===== config.mk =====
export PLATFORM = sky130hd
export DESIGN_NAME = arbiter_wrr
export DESIGN_NICKNAME = d
export VERILOG_FILES = /design/src/rtl/arbiter_wrr.sv
export SDC_FILE = /design/constraint.sdc
export NUM_CORES = 1
export LEC_CHECK = 0
export BUFFER_PORTS_ARGS = -buffer_cell sky130_fd_sc_hd__buf_4
export CAP_MARGIN = 10
export CORE_ASPECT_RATIO = 1.1
export CORE_UTILIZATION = 53
export DETAILED_ROUTE_END_ITERATION = 8
export GPL_TIMING_DRIVEN = 0
export PLACE_DENSITY = 0.74
export SETUP_SLACK_MARGIN = 0.4
export SLEW_MARGIN = 30
export SYNTH_ARGS = -nofsm -noshare
export SYNTH_HDL_FRONTEND = slang
export SYNTH_SLANG_ARGS = --single-unit

===== constraint.sdc =====
create_clock -name clk -period 8.6 [get_ports clk]
set_input_delay 0.43 -clock clk [delete_from_list [all_inputs] [get_ports clk]]
set_output_delay 0.43 -clock clk [all_outputs]
set_load 0.05 [all_outputs]

===== src/rtl/arbiter_wrr.sv =====
// Weighted round-robin arbiter: one owner at a time, each holding the grant
// for up to its programmed weight in cycles before rotating to the next requester.
module arbiter_wrr #(
   parameter int unsigned NUM_PORTS = 8,
   parameter int unsigned WEIGHT_W  = 4,
   parameter int unsigned ID_W      = 3
) (
   input  logic                            clk,
   input  logic                            rst_n,
   input  logic [NUM_PORTS-1:0]            request,
   input  logic [NUM_PORTS*WEIGHT_W-1:0]   weight,
   output logic [NUM_PORTS-1:0]            grant,
   output logic [ID_W-1:0]                 grant_id,
   output logic                            active,
   output logic [WEIGHT_W-1:0]             quota
);

   typedef enum logic {IDLE, OWNED} state_t;

   state_t                state, state_nxt;
   logic [ID_W-1:0]       ptr, ptr_nxt;
   logic [NUM_PORTS-1:0]  grant_nxt;
   logic [ID_W-1:0]       id_nxt;
   logic [WEIGHT_W-1:0]   quota_nxt;

   logic [WEIGHT_W-1:0]   w_arr [NUM_PORTS];
   logic                  sel_found;
   logic [ID_W-1:0]       sel_id;
   logic [ID_W-1:0]       cand;
   logic [WEIGHT_W-1:0]   sel_load;
   logic [WEIGHT_W-1:0]   own_load;

   // Unpack per-port weights.
   always_comb begin
      for (int unsigned p = 0; p < NUM_PORTS; p++) begin
         w_arr[p] = weight[p*WEIGHT_W +: WEIGHT_W];
      end
   end

   // Round-robin search starting just after the pointer; the owner is searched last.
   always_comb begin
      sel_found = 1'b0;
      sel_id    = '0;
      cand      = '0;
      for (int unsigned i = 1; i <= NUM_PORTS; i++) begin
         cand = ID_W'((32'(ptr) + i) % NUM_PORTS);
         if (!sel_found && request[cand]) begin
            sel_found = 1'b1;
            sel_id    = cand;
         end
      end
   end

   // A zero weight still grants one cycle.
   assign sel_load = (w_arr[sel_id]   == '0) ? WEIGHT_W'(1) : w_arr[sel_id];
   assign own_load = (w_arr[grant_id] == '0) ? WEIGHT_W'(1) : w_arr[grant_id];

   always_comb begin
      state_nxt = state;
      grant_nxt = grant;
      id_nxt    = grant_id;
      quota_nxt = quota;
      ptr_nxt   = ptr;
      unique case (state)
         IDLE: begin
            if (sel_found) begin
               state_nxt = OWNED;
               grant_nxt = NUM_PORTS'(1) << sel_id;
               id_nxt    = sel_id;
               quota_nxt = sel_load;
               ptr_nxt   = sel_id;
            end
         end
         OWNED: begin
            if (!request[grant_id] || (quota == WEIGHT_W'(1) && sel_id != grant_id)) begin
               // Release or rotate; owner request low means it cannot be re-selected.
               if (sel_found) begin
                  grant_nxt = NUM_PORTS'(1) << sel_id;
                  id_nxt    = sel_id;
                  quota_nxt = sel_load;
                  ptr_nxt   = sel_id;
               end else begin
                  state_nxt = IDLE;
                  grant_nxt = '0;
                  id_nxt    = '0;
                  quota_nxt = '0;
               end
            end else if (quota > WEIGHT_W'(1)) begin
               quota_nxt = quota - WEIGHT_W'(1);
            end else begin
               quota_nxt = own_load;
            end
         end
         default: state_nxt = IDLE;
      endcase
   end

   always_ff @(posedge clk) begin
      if (!rst_n) begin
         state    <= IDLE;
         ptr      <= ID_W'(NUM_PORTS - 1);
         grant    <= '0;
         grant_id <= '0;
         quota    <= '0;
         active   <= 1'b0;
      end else begin
         state    <= state_nxt;
         ptr      <= ptr_nxt;
         grant    <= grant_nxt;
         grant_id <= id_nxt;
         quota    <= quota_nxt;
         active   <= |grant_nxt;
      end
   end

endmodule


======== Word level (Yosys, flattened, before mapping) ========
Cells that the tools add are included.
word-level totals
  register bits ........................... 20
  bits of input ports ..................... 42
  output and inout bits ................... 16
  logic and storage cells ................. 117
operators by class
  add/sub/neg operators ................... 9
  order comparisons ....................... 12
  eq/ne operators ......................... 4
  shift operators ......................... 1
  muxes and demuxes ....................... 61
  bitwise gates (word level) .............. 3
  reductions and logical operators ........ 21
operators with widths
  cell                                                                             count
  4-bit 2-to-1 mux                                                                 10
  3-bit 2-to-1 mux                                                                 13
  3-bit by 4-bit < comparator with 1-bit output, second input constant             9
  1-bit binary-select mux with 3-bit select                                        9
  4-bit binary-select mux with 3-bit select                                        2
  8-bit 2-to-1 mux                                                                 3
  1-bit 2-to-1 mux                                                                 19
  8-bit one-hot mux with 2 select lines                                            1
  3-bit adder, second input constant                                               4
  3-bit one-hot mux with 2 select lines                                            2
  4-bit greater-or-equal comparator, second input constant                         2
  1-bit logical AND                                                                8
  1-bit zero test                                                                  8
  4-bit zero test                                                                  2
  3-bit NOT with 4-bit output                                                      2
  4-bit one-hot mux with 2 select lines                                            1
  8-bit OR reduction                                                               1
  1-bit by 3-bit << shifter with 8-bit output, first input constant                1
  3-bit by 1-bit adder with 3-bit output, second input constant                    2
  3-bit by 2-bit adder with 3-bit output, second input constant                    2
  4-bit by 1-bit equality test with 1-bit output, second input constant            1
  4-bit by 1-bit greater-than comparator with 1-bit output, second input constant  1
  4-bit by 1-bit subtractor with 4-bit output, second input constant               1
  3-bit != test                                                                    1
  other kinds (6)                                                                  6

======== Depth between registers and ports, before layout ========
Gate-level depths: netlist of the first run.
  depth in word-level cells ............... 34
  depth in mapped cells ................... 18
  gate-level depth less buffers ........... 13

======== Worst setup path after synthesis of the first run ========
No wires, ideal clock.
  kind .................................... register to register
  start ................................... register ptr[1]
  end ..................................... register grant[5]
  library setup time ...................... 0.117 ns
  data arrival time ....................... 3.924 ns
  required time ........................... 8.483 ns
  path slack .............................. 4.559 ns
  cell stages (with the launch flop) ...... 18
  path through ............................ dfxtp_1 buf_2 clkinv_1 ha_1 buf_2 buf_4 mux2i_1 mux4_2 nand3b_4 nor3b_4 nand4_1 a21oi_4 xnor2_1 a31oi_4 and2_4 buf_6 and3_4 a22o_1
on the way
  word-level cells in the longest chain between the ends .. 30
RTL lines
  item                                       RTL line  source
  start, declared                            21        logic [ID_W-1:0] ptr, ptr_nxt;
  start signal, assigned                     101       ptr <= ID_W'(NUM_PORTS - 1);
  start signal, assigned                     108       ptr <= ptr_nxt;
  3-bit by 1-bit adder with 3-bit output     46        cand = ID_W'((32'(ptr) + i) % NUM_PORTS);
  1-bit binary-select mux with 3-bit select  47        if (!sel_found && request[cand]) begin
  1-bit 2-to-1 mux (implied by the code)     47
  1-bit 2-to-1 mux                           47
  1-bit zero test                            47
  1-bit logical AND                          47
  1-bit 2-to-1 mux                           47
  1-bit zero test                            47
  [... 14 more ...]                          n/a
  1-bit zero test                            47
  1-bit logical AND                          47
  3-bit 2-to-1 mux                           47
  3-bit != test                              75        if (!request[grant_id] || (quota == WEIGHT_W'(1) && sel_id != grant_id)) begin
  1-bit logical AND                          75
  1-bit logical OR                           75
  8-bit 2-to-1 mux                           75
  8-bit one-hot mux with 2 select lines *    64        unique case (state)
  end signal, assigned                       109       grant <= grant_nxt;
  end, declared                              12        output logic [NUM_PORTS-1:0] grant,
Mark *: on every way between the ends. The rest lies on a longest branch, timed or not. The select of a mux whose other input is x is not followed.
A chain may end at the register's enable or synchronous reset.

======== Final worst setup path of the first run ========
  start ................................... register ptr[1]
  end ..................................... register grant[7]
Same word-level chain as after synthesis.

==> impl_metrics.tcl, run 1 <==
set metrics [dict create \
    slew_headroom 0.4884 \
    numCtsBuffers 3 \
    clockRootBuffer "clkbuf_8" \
    layout.nets 389 \
    netlist_area_um2 2706 \
    cts_tree "done" \
    grt_antenna_before_repair 0 \
    place_area_um2 3189 \
    detail-route-antenna-nets 0 \
    dr_total_vias 2665 \
    rows 26 \
    synth-async-reset-ratio 0 \
    crit_family "buffers and inverters" \
    status "finished, final reports clean" \
    fp.dieW_um 70.13 \
    worstHoldPathCells 2 \
    synth_top_family_by_area "multiplexers" \
    start_kind "flip-flop" \
    synth_compound_area_frac 0.2436 \
    ys_dominant_reg_cell "dfxtp_1" \
    seq_area_frac_synth 0.1479 \
    fin_ws_ns 3.675 \
    end_kind "flip-flop" \
    synth_xor_area_frac 0.02774 \
    synth_area_leaders "mux4_2, dfxtp_1, mux2i_1, mux2_2, a21oi_1" \
    cp.required_ns 8.76 \
    area_growth_pct 20.48 \
    fin_worst_skew_ns 0.003735 \
    clock_path_buffers 2 \
    final_util 0.6818 \
    critPathKind "flip-flop to flip-flop" \
    path_cells "buf_2, clkinv_1, ha_1, buf_2, buf_4, mux2i_1, mux4_2, nand3b_4, nor3b_4, nand4_1, a21oi_4, xnor2_1, a31oi_4, and2b_1, nor2_1, buf_2, a22o_1" \
    overflow 0 \
    fin_crit_ns 4.925 \
    syn_avg_cell_area_um2 9.563 \
    arrival_ns 5.08 \
    n_antenna_cell 0 \
    crit_path_max_incr_delay_ns 0.49 \
    cts.sink_count 20 \
    gp_congestion 0.9363 \
    dieArea_um2 5396 \
    ios 58 \
    synth_simple_gate_area_share 0.1387 \
    timing.fmax_mhz 203.1 \
    setup_viol 0 \
    crit_slowest_cell "dfxtp_1" \
    drc 0 \
    place_hpwl_mm 6.051 \
    grt_pass1_vias 2500 \
    worstPathMaxFanout 10 \
    maxCapViolCount 0 \
    grt_max_degree 13 \
    start_util 0.5659 \
    synth_fp_nets 329 \
    hold_violations 0 \
    worst_path_most_repeated_cell "buf_2" \
    drt_wl_total_mm 7.624 \
    min_period_over_period 0.5726 \
    r2r_cells 17 \
    routed-wl-met3_um 509 \
    yosys.area.top_type "mux4_2" \
    port-buffer-count 55 \
    clkTransAtPathRegs_ns 0.08 \
    crit_cells 17 \
    drive_above_1_share 0.3684 \
    critPathBufInv 5 \
    post_cts_buffers 0 \
    die_y_um 76.95 \
    synth-warning-count 0 \
    hold_class "input pin to flip-flop" \
    firstDrtPassIters 5 \
    synthMuxAreaShare 0.3662 \
    tightest_slew_ns 0.7673 \
    grt_pass1_wl_mm 12.28 \
    synth.top_cell.area_share 0.1748 \
    cts_resized 0 \
    synth.distinct_cells 66 \
    yosys_register_bits 20 \
    cts_max_level 1 \
    layout.cell_area.non_filler_um2 3261 \
    grt_use_total 0.2822 \
    wl_met2_mm 3.815 \
    viasPerCell 6.696 \
    synth_cells 283 \
    dpl_worst_slack_ns 3.754 \
    holdBufCountCts 0 \
    synthAdderAreaFrac 0.01849 \
    synth-edff-count 0 \
    initialDrtViolationCount 291 \
    rsz0062_at_grt "no" \
    tns_ns 0 \
    drv_slew 0 \
    highest_layer "met4" \
    wire_per_inst_um 19.16 \
    clk_latency_ns 0.26 \
    met1_length_mm 3.138 \
    coreArea_um2 4782 \
]
==> metrics by stage <==
stage	std cells	hold WS [ns]
4_1_cts	398	0.4066
5_1_grt	398	0.3961
6_report	398	0.4029
3_5_place_dp	394	0.4924
2_1_floorplan	283	0.5189
3_3_place_gp	394	0.4799
==> per-layer routing <==
metal  track usage  up-vias
met5             0        -
met4       0.09000        0
met3       0.02760       13
met2        0.4952      142
met1        0.3613     1260
li1              -     1250
==> layout make-up <==
| cell class | count | area (um2) |
|---|---|---|
| Timing Repair Buffer | 55 | 412.9 |
| Sequential cell | 20 | 400.4 |
| Clock buffer | 3 | 41.29 |
| Clock inverter | 1 | 30.03 |
| Multi-Input combinational cell | 233 | 2151 |
| Fill cell | 402 | 1521 |
| Inverter | 12 | 45.04 |
| Buffer | 18 | 110.1 |
| Tap cell | 56 | 70.07 |
==> cells in the mapped netlist, drive strengths merged, types with 4 or more instances <==
library cell	count
a221oi	6
a21oi	18
a31oi	4
dfxtp	20
nor3	7
mux2	14
inv	10
buf	15
a22oi	4
o21ai	6
a22o	9
nand2b	5
and2	5
ha	4
nand2	19
mux2i	36
mux4	21
a211oi	7
nor2	19
==> placed cells by master, fill, tap and decap left out, types with 3 or more instances in the layout <==
cell / instances
nand2b_1: 5
dfxtp_1: 20
and2_1: 4
o21ai_0: 6
a211oi_1: 7
nor2_1: 18
a221oi_1: 3
nor3_1: 6
a31oi_1: 3
clkbuf_1: 3
a221oi_2: 3
ha_1: 4
a22oi_1: 4
nand2_1: 19
a22o_1: 9
mux2i_1: 36
clkbuf_8: 3
a21o_1: 3
inv_1: 8
mux4_2: 21
buf_2: 7
buf_4: 58
buf_6: 3
mux2_2: 14
a21oi_1: 17
==> final timing paths <==
check | slack (ns) | to | startpoint
hold reg to reg | 0.51 | quota[1] | quota[1]
setup reg to reg | 3.68 | grant[7] | ptr[1]
hold / removal | 0.40 | ptr[1] | rst_n
setup / recovery | 3.68 | grant[7] | ptr[1]
==> state kept, by name, summed over array words and instances, names as in the netlist <==
name / flops
grant: 8
quota: 4
grant_id: 3
ptr: 3
active: 1
state: 1
==> kinds of logic after synthesis <==
| family | after synthesis |
|---|---|
| AOI/OAI and AO/OA | 83 |
| buffers and inverters | 30 |
| xor gates and xnor gates | 6 |
| muxes | 71 |
| adders and majority gates | 4 |
| DFF | 20 |
| and+or+nand+nor | 69 |
Power of run 1 is not shown: default switching activity piles up to over one toggle a cycle in this logic, so the estimate is an artifact.
==> inputs of run 2 (changes only) <==
- clock period: 8.6 -> 5.1 ns (I/O delays scaled with it)
==> run 2 against run 1 <==
First-iteration DRC count down 9.6%. Global-route usage rose by 0.39 points. Highest routed layer unchanged. Hold slack worse by 0.18 ns. Die area did not move. Critical endpoint unchanged. Design area grew 2.0%. Utilization up 1.4 points. Critical path type unchanged. Register-to-register slack worse by 3.1 ns. Maximum frequency grew 9.0%. Critical path depth unchanged. Cell count up 0.75%. Sequential share of layout area is 0.20 points lower.
==> impl_metrics.tcl, run 2 (synthesis gave the netlist of run 1 again) <==
set metrics [dict create \
    numCtsBuffers 3 \
    dieArea_um2 5396 \
    clock_path_buffers 2 \
    drv_slew 0 \
    start_kind "flip-flop" \
    cts_tree "done" \
    drt_wl_total_mm 7.776 \
    drc 0 \
    reg_top3 "grant: 8 flops, quota: 4 flops" \
    worstPathMaxFanout 10 \
    end_kind "flip-flop" \
    firstDrtPassIters 5 \
    drive_above_1_share 0.3942 \
    detail-route-antenna-nets 0 \
    hold_violations 0 \
    coreArea_um2 4782 \
    rows 26 \
    r2r_start "ptr[1]" \
    n_antenna_cell 0 \
    grt_antenna_before_repair 0 \
    grt_pass1_vias 2573 \
    fin_crit_ns 4.519 \
    wire_per_inst_um 19.39 \
    min_period_over_period 0.8862 \
    cts.sink_count 20 \
    fin_worst_skew_ns 0.002679 \
    clk_latency_ns 0.26 \
    layout.nets 392 \
    rsz0062_at_grt "no" \
    timing.fmax_mhz 221.3 \
    fp.dieW_um 70.13 \
    slew_headroom 0.5550 \
    die_y_um 76.95 \
    maxCapViolCount 0 \
    largest_register "grant" \
    critPathKind "flip-flop to flip-flop" \
    port-buffer-count 55 \
    clockRootBuffer "clkbuf_8" \
    cp.required_ns 5.26 \
    grt_use_total 0.2860 \
    tightest_slew_ns 0.6674 \
    grt_pass1_wl_mm 12.46 \
    hold_class "input pin to flip-flop" \
    largest_register_ffs 8 \
    cts_max_level 1 \
    endpoint "grant[7]" \
    grt_max_degree 13 \
    place_hpwl_mm 6.051 \
    area_growth_pct 22.88 \
    clkTransAtPathRegs_ns 0.08 \
    final_cell_mix "buf_4, mux2i_1, mux4_2" \
    final_common_cell "buf_4" \
    dr_total_vias 2734 \
    rrSetupSlack_ns 0.58 \
    r2r-end "grant[7]" \
    gp_congestion 0.9363 \
    initialDrtViolationCount 263 \
    viasPerCell 6.818 \
    r2r_cells 17 \
    arrival_ns 4.68 \
    tns_ns 0 \
    status "finished, final reports clean" \
    start_util 0.5659 \
    holdBufCountCts 0 \
    setup_viol 0 \
    overflow 0 \
    crit_path_start "ptr[1]" \
    ios 58 \
]
[run 2: area by class of cell]
class / count / area [um2]
buffer: 18 / 115.1
inverter: 12 / 46.29
sequential: 20 / 401.6
clock buffer: 3 / 41.29
clock inverter: 1 / 30.03
multi-input combinational: 233 / 2186
fill: 391 / 1456
timing repair buffer: 58 / 435.4
tap: 56 / 70.07
[run 2: what timing repair did]
item / 4_1_cts / 5_1_grt
resized for setup: 3 / 8
pin swaps: 2 / 1
endpoints found under the setup margin: 16 / 19
buffers inserted: 2 / 1
cloned: 0 / 0
[run 2: worst max-delay path, stage by stage, from the launching register on]
cell and delay (ns):
dfxtp_2 0.42, clkbuf_4 0.26, clkinv_2 0.17, ha_1 0.30
buf_2 0.21, buf_4 0.24, mux4_2 0.39, and2_1 0.19
a2111oi_0 0.40, a211oi_1 0.14, a311oi_2 0.43, xnor2_1 0.19
nor2_2 0.07, a31oi_4 0.29, and2b_1 0.22, nor2_1 0.06
buf_2 0.19, a22o_1 0.25
[run 2: stage by stage]
stage | setup WS [ns] | instance area [um2] | cells | hold WS (ns) | util
CTS | 0.4272 | 3293 | 400 | 0.2316 | 0.6886
detailed placement | 0.2543 | 3189 | 394 | 0.4924 | 0.6669
finish | 0.5805 | 3326 | 401 | 0.2232 | 0.6954
global route | 0.3967 | 3326 | 401 | 0.2200 | 0.6954
floorplan | 1.059 | 2706 | 283 | 0.3439 | -
global placement | 0.3134 | 3189 | 394 | 0.4799 | 0.6669
[run 2: metal layers]
metal / vias to the layer above / share of wire / GRT usage
met2: 161 / 0.49 / 0.4942
li1: 1251 / - / -
met3: 26 / 0.066 / 0.02234
met1: 1296 / 0.41 / 0.3605
met4: 0 / 0.037 / 0.1300
met5: - / 0 / 0
[run 2: how the worst min path moves through the flow]
stage / start / to / slack, ns / depth (start not counted)
3_5_place_dp: quota[1] / quota[1] / 0.49 / 2
5_1_grt: rst_n / ptr[1] / 0.22 / 2
6_report: rst_n / ptr[1] / 0.22 / 2
2_1_floorplan: rst_n / ptr[0] / 0.34 / 1
4_1_cts: rst_n / ptr[1] / 0.23 / 2
3_3_place_gp: quota[1] / quota[1] / 0.48 / 2
Power of run 2 is left out for the same reason.
==> inputs of run 3 (changes only) <==
- ABC_AREA: not set -> 1
- PLACE_DENSITY: 0.74 -> 0.75
==> run 3 against run 2 <==
Area after synthesis fell by 9.7%. Highest routed layer unchanged. Hold slack improved by 0.0076 ns. Worst setup slack improved by 0.63 ns. Sequential share of layout area rose by 1.4 points. Clock-buffer cell count did not move. Register-to-register slack improved by 0.63 ns. Clock skew fell by 0.00095 ns.
==> impl_metrics.tcl, run 3 <==
set metrics [dict create \
    wire_per_inst_um 13.41 \
    reg_top3 "grant: 8 flops, quota: 4 flops" \
    hold_violations 0 \
    end_kind "flip-flop" \
    layout.cell_area.non_filler_um2 2980 \
    viasPerCell 5.533 \
    fp.dieW_um 66.74 \
    cts_tree "done" \
    status "finished, final reports clean" \
    place_area_um2 2939 \
    grt_use_total 0.3085 \
    drv_slew 0 \
    drt_wl_total_mm 7.200 \
    setup_viol 0 \
    hold_class "input pin to flip-flop" \
    clk_latency_ns 0.26 \
    worstHoldPathCells 3 \
    dr_total_vias 2971 \
    area_growth_pct 21.97 \
    synth_common_cells "nand2_1, nor2_1, inv_1, nand3_1, o21ai_0" \
    tightest_slew_ns 0.4680 \
    maxCapViolCount 0 \
    detail-route-antenna-nets 0 \
    synth-warning-count 0 \
    min_period_over_period 0.7620 \
    initialDrtViolationCount 261 \
    fin_worst_skew_ns 0.001729 \
    start_util 0.5620 \
    holdBufCountCts 0 \
    netlist_area_um2 2444 \
    cts.sink_count 20 \
    drive_above_1_share 0.2319 \
    grt_pass1_wl_mm 11.81 \
    arrival_ns 4.02 \
    seq_area_frac_synth 0.1639 \
    synth.top_cell.area_share 0.1690 \
    dieArea_um2 4886 \
    start_kind "flip-flop" \
    synth_fp_nets 469 \
    grt_antenna_before_repair 0 \
    drc 0 \
    synth_area_leaders "nand2_1, dfxtp_1, nand3_1, nor2_1, o21ai_0" \
    syn_avg_cell_area_um2 5.777 \
    yosys_register_bits 20 \
    clock_path_buffers 2 \
    place_hpwl_mm 5.749 \
    critPathKind "flip-flop to flip-flop" \
    largest_register_ffs 8 \
    cp.required_ns 5.24 \
    cts_resized 0 \
    final_cells 537 \
    post_cts_buffers 0 \
    largest_register "grant" \
    synth-edff-count 0 \
    grt_pass1_vias 2659 \
    cts_max_level 1 \
    rows 25 \
    clkTransAtPathRegs_ns 0.07 \
    die_y_um 73.22 \
    synth_cells 423 \
    fin_crit_ns 3.886 \
    timing.fmax_mhz 257.3 \
    clockRootBuffer "clkbuf_8" \
    port-buffer-count 57 \
    r2r_cells 23 \
    gp_congestion 0.9373 \
    dp_cells 534 \
    overflow 0 \
    holdWs_ns 0.2308 \
    tns_ns 0 \
    coreArea_um2 4348 \
    synth.most_common_cell "nand2_1" \
    ios 58 \
    layout.nets 531 \
    synth-async-reset-ratio 0 \
    rsz0062_at_grt "no" \
    yosys.area.top_type "nand2_1" \
    slew_headroom 0.6880 \
    worstPathMaxFanout 9 \
    numCtsBuffers 3 \
    final_common_cell "nand2_1" \
    final_cell_mix "nand2_1, buf_4, nor2_1" \
    firstDrtPassIters 5 \
    n_antenna_cell 0 \
    synth.distinct_cells 39 \
    ys_dominant_reg_cell "dfxtp_1" \
    grt_max_degree 11 \
]
## run 3: cell count changes in the layout (fill, tap and decap cells not counted), sizes merged, moves of 9 or more
cell,before,now
buf,71,62
o21ai,6,34
mux2,14,0
a22o,9,0
a21oi,18,28
inv,10,47
nor2,19,59
nand3,2,53
mux4,21,0
mux2i,36,1
nand2,19,129
## run 3: layer usage
metal / up-vias / share of wire / track usage
met5: - / 0 / 0
met4: 0 / 0.010 / 0.06619
met3: 8 / 0.066 / 0.03281
met2: 124 / 0.50 / 0.5511
met1: 1329 / 0.43 / 0.3932
li1: 1510 / - / -
## run 3: logic make-up (layout without fill, tap and decap cells)
logic type / Yosys count / after routing / share of synthesized area
AND/OR/NAND/NOR: 248 / 248 / 0.4987
buffers and inverters: 62 / 122 / 0.1034
flip-flops: 20 / 20 / 0.1638
multiplexers: 1 / 1 / 0.004096
adder cells (fa/ha/maj): 4 / 4 / 0.02048
XOR/XNOR: 3 / 3 / 0.01075
AO/OA/AOI/OAI: 85 / 85 / 0.1987
## run 3: final cells by class
cell class,instances,area (um2)
Timing Repair Buffer,57,427.9
Fill cell,426,1368
Multi-Input combinational cell,341,1790
Tap cell,54,67.56
Clock buffer,3,41.29
Sequential cell,20,400.4
Buffer,13,68.82
Inverter,49,183.9
## run 3: critical path, stage by stage (launching register included)
cell,delay (ns)
dfxtp_1,0.34
buf_4,0.20
clkinv_1,0.27
ha_1,0.48
inv_1,0.26
nand3_2,0.14
nand3_2,0.12
nand2_4,0.07
nor2_4,0.16
nand4_4,0.12
nor2_4,0.17
nand3_4,0.12
nor2_4,0.14
inv_2,0.05
o21ai_4,0.08
nand2_1,0.24
inv_2,0.20
a21oi_1,0.09
nand3_1,0.13
nand2_1,0.07
nand3_1,0.08
nand2_1,0.05
a21oi_1,0.14
nor2_1,0.05
## run 3: path summary, 6_finish.rpt
path	end	startpoint	slack, ns
worst min register to register	grant[4]	grant[4]	0.49
worst max-delay path	quota[0]	ptr[1]	1.21
worst min-delay path	state	rst_n	0.23
worst max register to register	quota[0]	ptr[1]	1.21
## run 3: through the flow
stage,util,worst slack (ns)
6_report,0.6855,1.214
5_1_grt,0.6855,0.8743
4_1_cts,0.6855,1.239
3_5_place_dp,0.6760,1.264
3_3_place_gp,0.6760,1.335
2_1_floorplan,-,1.851
Power of run 3 is left out for the same reason.
